[src/rtl/acc_pkg.sv]
// Shared definitions for the accelerator tile scheduler: FSM state encoding
// and default address/stride parameters.
package acc_pkg;

   typedef enum logic [2:0] {
      S_IDLE  = 3'd0,
      S_LOAD  = 3'd1,
      S_START = 3'd2,
      S_WAIT  = 3'd3,
      S_ADV   = 3'd4,
      S_DONE  = 3'd5
   } sched_state_t;

   localparam int ACC_AW_DEFAULT         = 13;
   localparam int ACC_OUT_STRIDE_DEFAULT = 4;

endpackage

[src/rtl/acc_tile_sched.sv]
// Tile scheduler: walks a row_tiles x col_tiles grid (column-inner) and issues one
// systolic-array start per tile. Define ACC_SCHED_PERF_EN to add the perf_cycles counter.
module acc_tile_sched
   import acc_pkg::*;
#(
   parameter int AW         = ACC_AW_DEFAULT,
   parameter int OUT_STRIDE = ACC_OUT_STRIDE_DEFAULT
) (
   input  logic          clk,
   input  logic          rst_n,
   input  logic          job_valid,
   output logic          job_ready,
   input  logic [7:0]    job_row_tiles,
   input  logic [7:0]    job_col_tiles,
   input  logic [7:0]    job_k,
   input  logic [AW-1:0] job_row_base,
   input  logic [AW-1:0] job_col_base,
   input  logic [AW-1:0] job_out_base,
   input  logic          job_out_mode,
   output logic          sa_start,
   output logic [7:0]    sa_k_param,
   output logic          sa_out_mode,
   output logic [AW-1:0] sa_row_addr,
   output logic [AW-1:0] sa_col_addr,
   output logic [AW-1:0] sa_out_addr,
   input  logic          sa_done,
   input  logic          abort,
   output logic          busy,
   output logic          job_done,
   output logic [15:0]   tile_cnt
`ifdef ACC_SCHED_PERF_EN
   ,
   output logic [31:0]   perf_cycles
`endif
);

   sched_state_t  state_reg, state_next;
   logic [7:0]    row_tiles_reg, col_tiles_reg, k_reg;
   logic [7:0]    r_reg, c_reg;
   logic [AW-1:0] row_base_reg, col_base_reg, out_base_reg;
   logic [AW-1:0] row_addr_reg, col_addr_reg, out_addr_reg;
   logic          out_mode_reg;
   logic [15:0]   tile_cnt_reg;

   logic accept, empty_job, last_col, last_tile, load_fire, adv_fire;

   assign accept    = job_valid && (state_reg == S_IDLE);
   assign empty_job = (row_tiles_reg == 8'd0) || (col_tiles_reg == 8'd0);
   assign last_col  = (c_reg == col_tiles_reg - 8'd1);
   assign last_tile = last_col && (r_reg == row_tiles_reg - 8'd1);
   assign load_fire = (state_reg == S_LOAD) && !abort;
   assign adv_fire  = (state_reg == S_ADV) && !abort;

   always_ff @(posedge clk or negedge rst_n) begin
      if (!rst_n) state_reg <= S_IDLE;
      else        state_reg <= state_next;
   end

   always_comb begin
      state_next = state_reg;
      job_ready  = 1'b0;
      busy       = 1'b1;
      sa_start   = 1'b0;
      job_done   = 1'b0;
      case (state_reg)
         S_IDLE: begin
            job_ready = 1'b1;
            busy      = 1'b0;
            if (job_valid) state_next = S_LOAD;
         end
         S_LOAD:  state_next = empty_job ? S_DONE : S_START;
         S_START: begin
            sa_start   = 1'b1;
            state_next = S_WAIT;
         end
         S_WAIT:  if (sa_done) state_next = S_ADV;
         S_ADV:   state_next = last_tile ? S_DONE : S_START;
         S_DONE: begin
            job_done   = 1'b1;
            state_next = S_IDLE;
         end
         default: state_next = S_IDLE;
      endcase
      // Cancel wins over any completion in the same cycle.
      if (abort && (state_reg != S_IDLE)) state_next = S_IDLE;
   end

   always_ff @(posedge clk or negedge rst_n) begin
      if (!rst_n) begin
         row_tiles_reg <= '0;
         col_tiles_reg <= '0;
         k_reg         <= '0;
         out_mode_reg  <= 1'b0;
         row_base_reg  <= '0;
         col_base_reg  <= '0;
         out_base_reg  <= '0;
         r_reg         <= '0;
         c_reg         <= '0;
         row_addr_reg  <= '0;
         col_addr_reg  <= '0;
         out_addr_reg  <= '0;
         tile_cnt_reg  <= '0;
      end else begin
         if (accept) begin
            row_tiles_reg <= job_row_tiles;
            col_tiles_reg <= job_col_tiles;
            k_reg         <= job_k;
            out_mode_reg  <= job_out_mode;
            row_base_reg  <= job_row_base;
            col_base_reg  <= job_col_base;
            out_base_reg  <= job_out_base;
         end
         if (load_fire) begin
            r_reg        <= '0;
            c_reg        <= '0;
            tile_cnt_reg <= '0;
            row_addr_reg <= row_base_reg;
            col_addr_reg <= col_base_reg;
            out_addr_reg <= out_base_reg;
         end
         if (adv_fire) begin
            tile_cnt_reg <= tile_cnt_reg + 16'd1;
            out_addr_reg <= out_addr_reg + AW'(OUT_STRIDE);
            if (last_col) begin
               c_reg        <= '0;
               col_addr_reg <= col_base_reg;
               r_reg        <= r_reg + 8'd1;
               row_addr_reg <= row_addr_reg + AW'(k_reg);
            end else begin
               c_reg        <= c_reg + 8'd1;
               col_addr_reg <= col_addr_reg + AW'(k_reg);
            end
         end
      end
   end

   assign sa_k_param  = k_reg;
   assign sa_out_mode = out_mode_reg;
   assign sa_row_addr = row_addr_reg;
   assign sa_col_addr = col_addr_reg;
   assign sa_out_addr = out_addr_reg;
   assign tile_cnt    = tile_cnt_reg;

`ifdef ACC_SCHED_PERF_EN
   logic [31:0] perf_reg;

   always_ff @(posedge clk or negedge rst_n) begin
      if (!rst_n)                                      perf_reg <= '0;
      else if (load_fire)                              perf_reg <= '0;
      else if ((state_reg == S_WAIT) && (perf_reg != '1)) perf_reg <= perf_reg + 32'd1;
   end

   assign perf_cycles = perf_reg;
`endif

endmodule

[config.mk]
export PLATFORM = sky130hd
export DESIGN_NAME = acc_tile_sched
export DESIGN_NICKNAME = d
export VERILOG_FILES = /design/src/rtl/acc_pkg.sv /design/src/rtl/acc_tile_sched.sv
export SDC_FILE = /design/constraint.sdc
export NUM_CORES = 1
export LEC_CHECK = 0
export ABC_AREA = 1
export BUFFER_PORTS_ARGS = -buffer_cell sky130_fd_sc_hd__buf_2
export CORE_ASPECT_RATIO = 0.7
export CORE_MARGIN = 2
export CORE_UTILIZATION = 57
export CTS_CLUSTER_DIAMETER = 100
export DETAILED_ROUTE_END_ITERATION = 12
export PLACE_DENSITY = 0.87
export SLEW_MARGIN = 30
export SYNTH_ARGS = -nofsm -noshare
export SYNTH_HDL_FRONTEND = slang
export SYNTH_SLANG_ARGS = --single-unit
[constraint.sdc]
create_clock -name clk -period 2.85 [get_ports clk]
set_clock_uncertainty 0.15 [all_clocks]
set_input_delay 0.855 -clock clk [delete_from_list [all_inputs] [get_ports clk]]
set_output_delay 0.855 -clock clk [all_outputs]
set_load 0.05 [all_outputs]
==> results.yml, run 1 <==
place:
  port_buffers: 136
  place.gp.congestion: 0.928
  place_hpwl_um: 13700
  place_ws_ns: 0.379
routing:
  routed-via-count: 6938
  vias_per_cell: 5.45
  wire_per_inst_um: 15.1
  drt_iter0_drc: 459
  ant_nets: 0
  drt_wl_total_um: 19200
  drc: 0
  first_pass_iters: 5
cells_and_area:
  drive_gt1_share_pct: 19.8
  final_core_util_pct: 68.9
  largest_reg_flops: 16
  num-nets-final: 1187
  area_growth_pct: 18.1
global_routing:
  grt_max_degree: 70
  grt_pass1_vias: 6540
  grt_pass1_wl_um: 31500
  grt_usage_pct: 28.0
  antenna_found_initial: 2
  grt_remaining_overflow: 0
worst_setup_path:
  r2r_setup_slack_ns: 0.36
  cp-start-kind: "flop"
  crit_family: "buffers and inverters"
  cp.required_ns: 1.85
  end_kind: "output pin"
  cp_max_fo: 4
  critPathKind: "flop to output pin"
  critPathMaxStageDelay_ns: 0.42
  crit_chain: "inv_2, nand2_1, nor2_2, inv_1, buf_2"
  slowest_stage: "dfrtp_1"
  path_buf_inv: 3
  cp_data_arrival_time_ns: 1.62
cts:
  insertion_delay_ns: 0.42
  clk_pin_slew_worst_paths_ns: 0.06
  cts_buffer_depth: 2
  cts_hold_buf: 0
  root_buffer: "clkbuf_16"
  htreeDepth: 4
  cts_buffers: 17
  cts_resized: 0
  clock_sinks: 138
  post_cts.repair.setup_buffers: 0
  cts_tree: "built"
outcome:
  run_status: "complete, no violations"
yosys:
  syn_area_per_cell_sq_um: 8.00
  syn_nets: 1052
  ys_ff_latch: 138
  ys_seq_area_share_pct: 45.1
  synth_area_sq_um: 7660
  syn_inst: 958
  yosysWarnings: 0
  ys_types: 49
power:
  power_density_nw_per_um2: 1200
  power_mw: 10.9
  peakVddDrop_mv: 0.702
  leakage_nw: 4.58
floorplan:
  die_area_sq_um: 14400
  coreArea_sq_um: 13100
  die_h_um: 101
  start_util_pct: 58.3
  rows: 35
  io_pins: 137
  fp.dieW_um: 143
timing:
  min_period_ns: 2.63
  finalCritPeriodShare_pct: 92.2
  max_slew_margin_pct: 62.3
  tightest_slew_ns: 0.562
  finalSetupViolations: 0
  tns_ns: 0
  grt_setup_unrepaired: "no"
  clock.fmax_mhz: 381
  fin_ws_ns: 0.223
  maxSlewViolCount: 0
  final_hold_viol_count: 0
min_path:
  hold_class: "input pin to asynchronous set/reset pin"
run:
  maxCapViolCount: 0
-- cells in the final DEF, fill, tap and decap left out, types with 3 or more instances in the layout --
| cell | count |
|---|---|
| nand4_1 | 7 |
| inv_2 | 5 |
| clkinvlp_4 | 6 |
| ha_1 | 23 |
| inv_6 | 3 |
| nand2_2 | 3 |
| nor2_2 | 5 |
| xor2_1 | 24 |
| mux2_2 | 20 |
| inv_1 | 116 |
| o211ai_1 | 5 |
| nor2_1 | 46 |
| o21ai_0 | 68 |
| o21ai_1 | 5 |
| dfrtp_1 | 138 |
| buf_4 | 5 |
| xnor2_1 | 9 |
| or2_2 | 3 |
| clkbuf_16 | 17 |
| buf_2 | 135 |
| a21oi_1 | 27 |
| nor2_4 | 5 |
| o221ai_1 | 10 |
| nand2_1 | 262 |
| o22ai_1 | 6 |
| nor3_1 | 20 |
| nand3_1 | 94 |
| buf_12 | 3 |
-- power by group --
group / internal [mW] / switching (mW) / leakage (nW) / total (mW)
registers: 2.71 / 0.680 / 1.75 / 3.39
clock network: 1.14 / 0.892 / 0.246 / 2.03
logic: 1.70 / 3.74 / 2.59 / 5.44
total: 5.54 / 5.32 / 4.58 / 10.9
-- logic make-up after synthesis --
| family | Yosys count | synth area share, % |
|---|---|---|
| adder cells (fa/ha/maj) | 25 | 4.28 |
| AO/OA/AOI/OAI | 135 | 10.0 |
| flip-flops | 138 | 45.1 |
| XOR/XNOR | 33 | 3.77 |
| buffers and inverters | 152 | 8.09 |
| AND/OR/NAND/NOR | 452 | 25.4 |
| multiplexers | 23 | 3.35 |
-- final timing paths --
check / startpoint / end / cells past startpoint
min in group clk: sa_out_addr[0] / sa_out_addr[0] / 2
max in group asynchronous: rst_n / out_base_reg[3] / 2
min: rst_n / col_tiles_reg[5] / 1
max reg2reg: col_tiles_reg[0] / sa_row_addr[3] / 14
max: state_reg[1] / busy / 5
min reg2reg: sa_out_addr[0] / sa_out_addr[0] / 2
-- final cells by class --
cell class / instances / area, sq um
well taps: 166 / 208
flip-flops and latches: 138 / 3450
clock inverters: 12 / 93.8
repair buffers: 144 / 785
inverters: 124 / 469
multi-input cells: 668 / 3590
fillers: 1057 / 4090
clock buffers: 20 / 447
diodes: 1 / 2.50
-- routing by layer --
layer | vias to the layer above | GRT usage (%) | routed length [um]
met3 | 33 | 6.75 | 1570
met5 | - | 0 | 11
met1 | 3239 | 38.9 | 8820
met2 | 278 | 43.5 | 8450
li1 | 3386 | - | -
met4 | 2 | 9.67 | 379
-- worst reg2reg max path: stages (launching register included) --
cell and delay, ns:
dfrtp_1 0.40, inv_1 0.16, ha_1 0.21, inv_1 0.06
nand2_1 0.08, nand2_1 0.08, nand2_1 0.07, nand2_1 0.06
nor2_1 0.11, nand3_2 0.10, nor2_4 0.19, nand2_4 0.22
inv_2 0.28, nand3_1 0.14, o211ai_1 0.10
-- cell usage after synthesis, drive strengths merged --
master	n	area [sq um]
a211oi	1	7.51
a21boi	1	7.51
a21o	1	7.51
a21oi	27	135
a22o	1	8.76
a22oi	2	15.0
a31oi	2	12.5
a32oi	1	8.76
and3	1	6.26
buf	17	109
clkbuf	11	41.3
clkinv	2	8.75
dfrtp	138	3450
fa	2	40.0
ha	23	288
inv	122	460
mux2	21	236
mux2i	2	20.0
nand2	266	1010
nand2b	1	6.26
nand3	95	480
nand3b	1	7.51
nand4	7	43.8
nor2	56	255
nor3	20	100
nor3b	1	7.51
o211ai	5	37.5
o21a	1	7.51
o21ai	73	365
o21bai	2	15.0
o221ai	10	87.6
o22ai	6	37.5
o31ai	2	15.0
or2	4	25.0
xnor2	9	78.8
xor2	24	210
-- stage by stage --
stage	std cells	cell area (sq um)	hold WS, ns
3_5_place_dp	1240	8510	0.315
6_report	1273	9050	0.189
3_3_place_gp	1240	8510	0.314
4_1_cts	1272	9050	0.198
2_1_floorplan	958	7660	0.311
5_1_grt	1272	9050	0.219
No activity file was read; power rests on OpenSTA's default activity.
==> inputs of run 2 (changes only) <==
clock period = 2.5 ns   (was 2.85 ns; I/O delays follow)
==> results.yml, run 2 (synthesized netlist as in run 1, its figures left out) <==
cts:
  post_cts.repair.setup_buffers: 0
  cts_buffer_depth: 2
  htreeDepth: 4
  clk_pin_slew_worst_paths_ns: 0.06
  root_buffer: "clkbuf_16"
  cts_tree: "built"
  clock_sinks: 138
  cts_resized: 0
  insertion_delay_ns: 0.42
  cts_buffers: 17
  cts_hold_buf: 0
global_routing:
  grt_pass1_wl_um: 32300
  grt_pass1_vias: 6666
  grt_usage_pct: 28.6
  grt_remaining_overflow: 0
  antenna_found_initial: 6
  grt_max_degree: 61
cells_and_area:
  final_core_util_pct: 70.0
  largest_reg_flops: 16
  final_common_cell: "nand2_1"
  final_cells: 1280
  drive_gt1_share_pct: 20.7
  layout_common_cells: "nand2_1 (261), dfrtp_1 (138), buf_2 (134)"
  num-nets-final: 1193
  area_growth_pct: 20.1
power:
  leakage_nw: 4.64
  peakVddDrop_mv: 0.802
  power_density_nw_per_um2: 1390
  power_mw: 12.8
worst_setup_path:
  critPathMaxStageDelay_ns: 0.48
  crit_chain: "inv_2, nor3_1, buf_2"
  cp.required_ns: 1.60
  critPathKind: "flop to output pin"
  slowest_stage: "dfrtp_1"
  cp_max_fo: 6
  cp-start-kind: "flop"
  end_kind: "output pin"
  cp_data_arrival_time_ns: 1.53
routing:
  drc: 0
  drt_iter0_drc: 572
  wire_per_inst_um: 15.4
  routed-via-count: 7065
  first_pass_iters: 5
  ant_nets: 0
  drt_wl_total_um: 19700
  vias_per_cell: 5.52
timing:
  clock.fmax_mhz: 412
  max_slew_margin_pct: 71.6
  tightest_slew_ns: 0.423
  grt_setup_unrepaired: "no"
  tns_ns: 0
  finalCritPeriodShare_pct: 97.1
  min_period_ns: 2.43
  finalSetupViolations: 0
  maxSlewViolCount: 0
  fin_ws_ns: 0.0720
  final_hold_viol_count: 0
floorplan:
  coreArea_sq_um: 13100
  fp.dieW_um: 143
  start_util_pct: 58.3
  rows: 35
  die_area_sq_um: 14400
  io_pins: 137
  die_h_um: 101
place:
  place_ws_ns: 0.0551
  place_hpwl_um: 13900
  port_buffers: 136
  dp_cells: 1246
  place.gp.congestion: 0.929
run:
  maxCapViolCount: 0
min_path:
  hold_class: "input pin to asynchronous set/reset pin"
outcome:
  run_status: "complete, no violations"
run 2: path summary, 6_finish.rpt:
kind                                      from              end  slack, ns  cells past startpoint
worst min-delay path                     rst_n         c_reg[6]        0.1                      1
max in group asynchronous                rst_n  sa_col_addr[11]       1.56                      2
min in group clk                sa_out_addr[1]   sa_out_addr[1]       0.33                      2
worst max register to register   sa_k_param[0]  sa_row_addr[12]       0.13                     10
worst min register to register  sa_out_addr[1]   sa_out_addr[1]       0.33                      2
worst max-delay path              state_reg[2]         job_done       0.07                      3
run 2: worst max-delay path: cells and delay by family (launching register included):
| kind | cells | cell delay, ns |
|---|---|---|
| simple gates | 1 | 0.23 |
| buf+inv | 2 | 0.40 |
| flops | 1 | 0.48 |
run 2: area by class of cell:
class	count	area, sq um
clock inverters	14	175
repair buffers	150	832
diodes	3	7.51
multi-input cells	668	3620
flip-flops and latches	138	3450
clock buffers	17	425
fillers	1040	3940
well taps	166	208
inverters	124	477
run 2: metrics by stage:
stage | hold WS, ns | area [sq um]
finish | 0.0966 | 9200
global route | 0.124 | 9190
CTS | 0.111 | 9160
detailed placement | 0.319 | 8560
global placement | 0.311 | 8560
floorplan | 0.304 | 7660
run 2: where the power goes:
part	internal, mW	switching (mW)
sequential	3.08	0.780
clock	1.57	0.988
combinational	1.97	4.37
run 2: routing by layer:
metal	routed length, um	global-route usage (%)	vias up
li1	-	-	3409
met2	8520	42.9	314
met3	1750	8.36	58
met5	28	0	-
met4	563	10.7	4
met1	8790	39.5	3280
==> inputs of run 3 (changes only) <==
SETUP_SLACK_MARGIN = 0.3   (was unset)
==> results.yml, run 3 (synthesized netlist as in run 1, its figures left out) <==
timing:
  clock.fmax_mhz: 430
  grt_setup_unrepaired: "yes"
  min_period_ns: 2.33
  maxSlewViolCount: 0
  fin_hold_ws_ns: 0.0993
  finalSetupViolations: 0
  tightest_slew_ns: 0.515
  finalCritPeriodShare_pct: 93.0
  tns_ns: 0
  max_slew_margin_pct: 65.7
  final_hold_viol_count: 0
cells_and_area:
  largest_reg_flops: 16
  num_antenna_cells: 0
  area_growth_pct: 31.0
  num-nets-final: 1225
  layout_common_cells: "nand2_1 (249), dfrtp_1 (131), buf_2 (131)"
  final_core_util_pct: 76.4
  final_common_cell: "nand2_1"
  final_cell_area_sq_um: 10000
  drive_gt1_share_pct: 28.9
  fillers: 840
cts:
  htreeDepth: 4
  cts_tree: "built"
  clk_pin_slew_worst_paths_ns: 0.06
  cts_buffers: 17
  clock_sinks: 138
  insertion_delay_ns: 0.43
  cts_buffer_depth: 2
  root_buffer: "clkbuf_16"
global_routing:
  grt_usage_pct: 29.1
  antenna_found_initial: 2
  grt_pass1_vias: 6736
  grt_max_degree: 57
  grt_remaining_overflow: 0
  grt_pass1_wl_um: 32800
power:
  power_mw: 14.1
  sequentialPowerShare_pct: 28.0
  power_switching_mw: 6.69
  peakVddDrop_mv: 0.869
  swShare_pct: 47.4
  p_comb_share_pct: 52.1
  internal_power_mw: 7.43
  leakage_nw: 5.03
  clkPwrFrac_pct: 19.9
  power_density_nw_per_um2: 1410
min_path:
  hold_class: "input pin to asynchronous set/reset pin"
outcome:
  run_status: "complete, no violations"
place:
  port_buffers: 136
  placed_area_sq_um: 8650
  place_hpwl_um: 13800
  place.gp.congestion: 0.968
floorplan:
  die_h_um: 101
  io_pins: 137
  rows: 35
  fp.dieW_um: 143
  die_area_sq_um: 14400
  start_util_pct: 58.3
  coreArea_sq_um: 13100
worst_setup_path:
  cp.required_ns: 1.60
  cp_max_fo: 3
  end_kind: "output pin"
  cp_data_arrival_time_ns: 1.43
  cp-start-kind: "flop"
  critPathKind: "flop to output pin"
routing:
  drc: 0
  ant_nets: 0
  first_pass_iters: 5
  routed-via-count: 7458
  wire_per_inst_um: 16.7
  vias_per_cell: 5.69
  drt_iter0_drc: 516
  drt_wl_total_um: 21900
run:
  maxCapViolCount: 0
[run 3: worst paths after layout]
kind	from	to	slack [ns]	cells past startpoint
hold / removal	rst_n	col_tiles_reg[4]	0.1	1
setup reg to reg	state_reg[0]	row_base_reg[8]	0.26	11
max in group asynchronous	rst_n	sa_k_param[4]	1.45	2
hold reg to reg	row_base_reg[4]	sa_row_addr[4]	0.36	2
setup / recovery	state_reg[0]	busy	0.17	5
min in group clk	row_base_reg[4]	sa_row_addr[4]	0.36	2
[run 3: what timing repair did]
action	CTS	global route
hold buffers	0	0
endpoints found under the setup margin	47	71
buffers inserted	15	13
pin swaps	4	26
cloned	0	5
resized for setup	18	97
[run 3: final cells by class]
| cell class | count | area [sq um] | share of cell area [%] |
|---|---|---|---|
| clock buffers | 18 | 429 | 4.28 |
| repair inverters | 2 | 12.5 | 0.125 |
| repair buffers | 180 | 1160 | 11.5 |
| clock inverters | 14 | 219 | 2.18 |
| flip-flops and latches | 138 | 3460 | 34.5 |
| well taps | 166 | 208 | 2.07 |
| inverters | 124 | 494 | 4.92 |
| multi-input cells | 668 | 4060 | 40.4 |
[run 3: layer usage]
metal | part of all wire [%] | vias up | GRT usage, %
met5 | 0.16 | - | 0
met4 | 2.1 | 4 | 8.38
met3 | 9.4 | 52 | 7.74
met2 | 45 | 373 | 44.1
met1 | 43 | 3552 | 41.4
li1 | - | 3477 | -
[run 3: critical path, cell delays in order (launching register included)]
cell	delay, ns
dfrtp_1	0.39
inv_2	0.10
nand2_4	0.07
nor2_4	0.16
clkinvlp_4	0.13
buf_8	0.16
[run 3: per-stage QoR]
| step | instances | worst slack (ns) |
|---|---|---|
| floorplan | 958 | 0.120 |
| global placement | 1245 | 0.236 |
| detailed placement | 1245 | 0.134 |
| CTS | 1292 | 0.217 |
| global route | 1310 | 0.0928 |
| finish | 1310 | 0.175 |
[run 3: power by group through the flow]
stage	registers, mW	logic (mW)	clock network (mW)
after floorplan	4.91	3.87	0
after global placement	3.87	6.22	0
after detailed placement	3.88	6.39	0
after CTS	3.87	6.69	2.81
after global routing	4.02	8.02	2.90
final	3.96	7.36	2.80
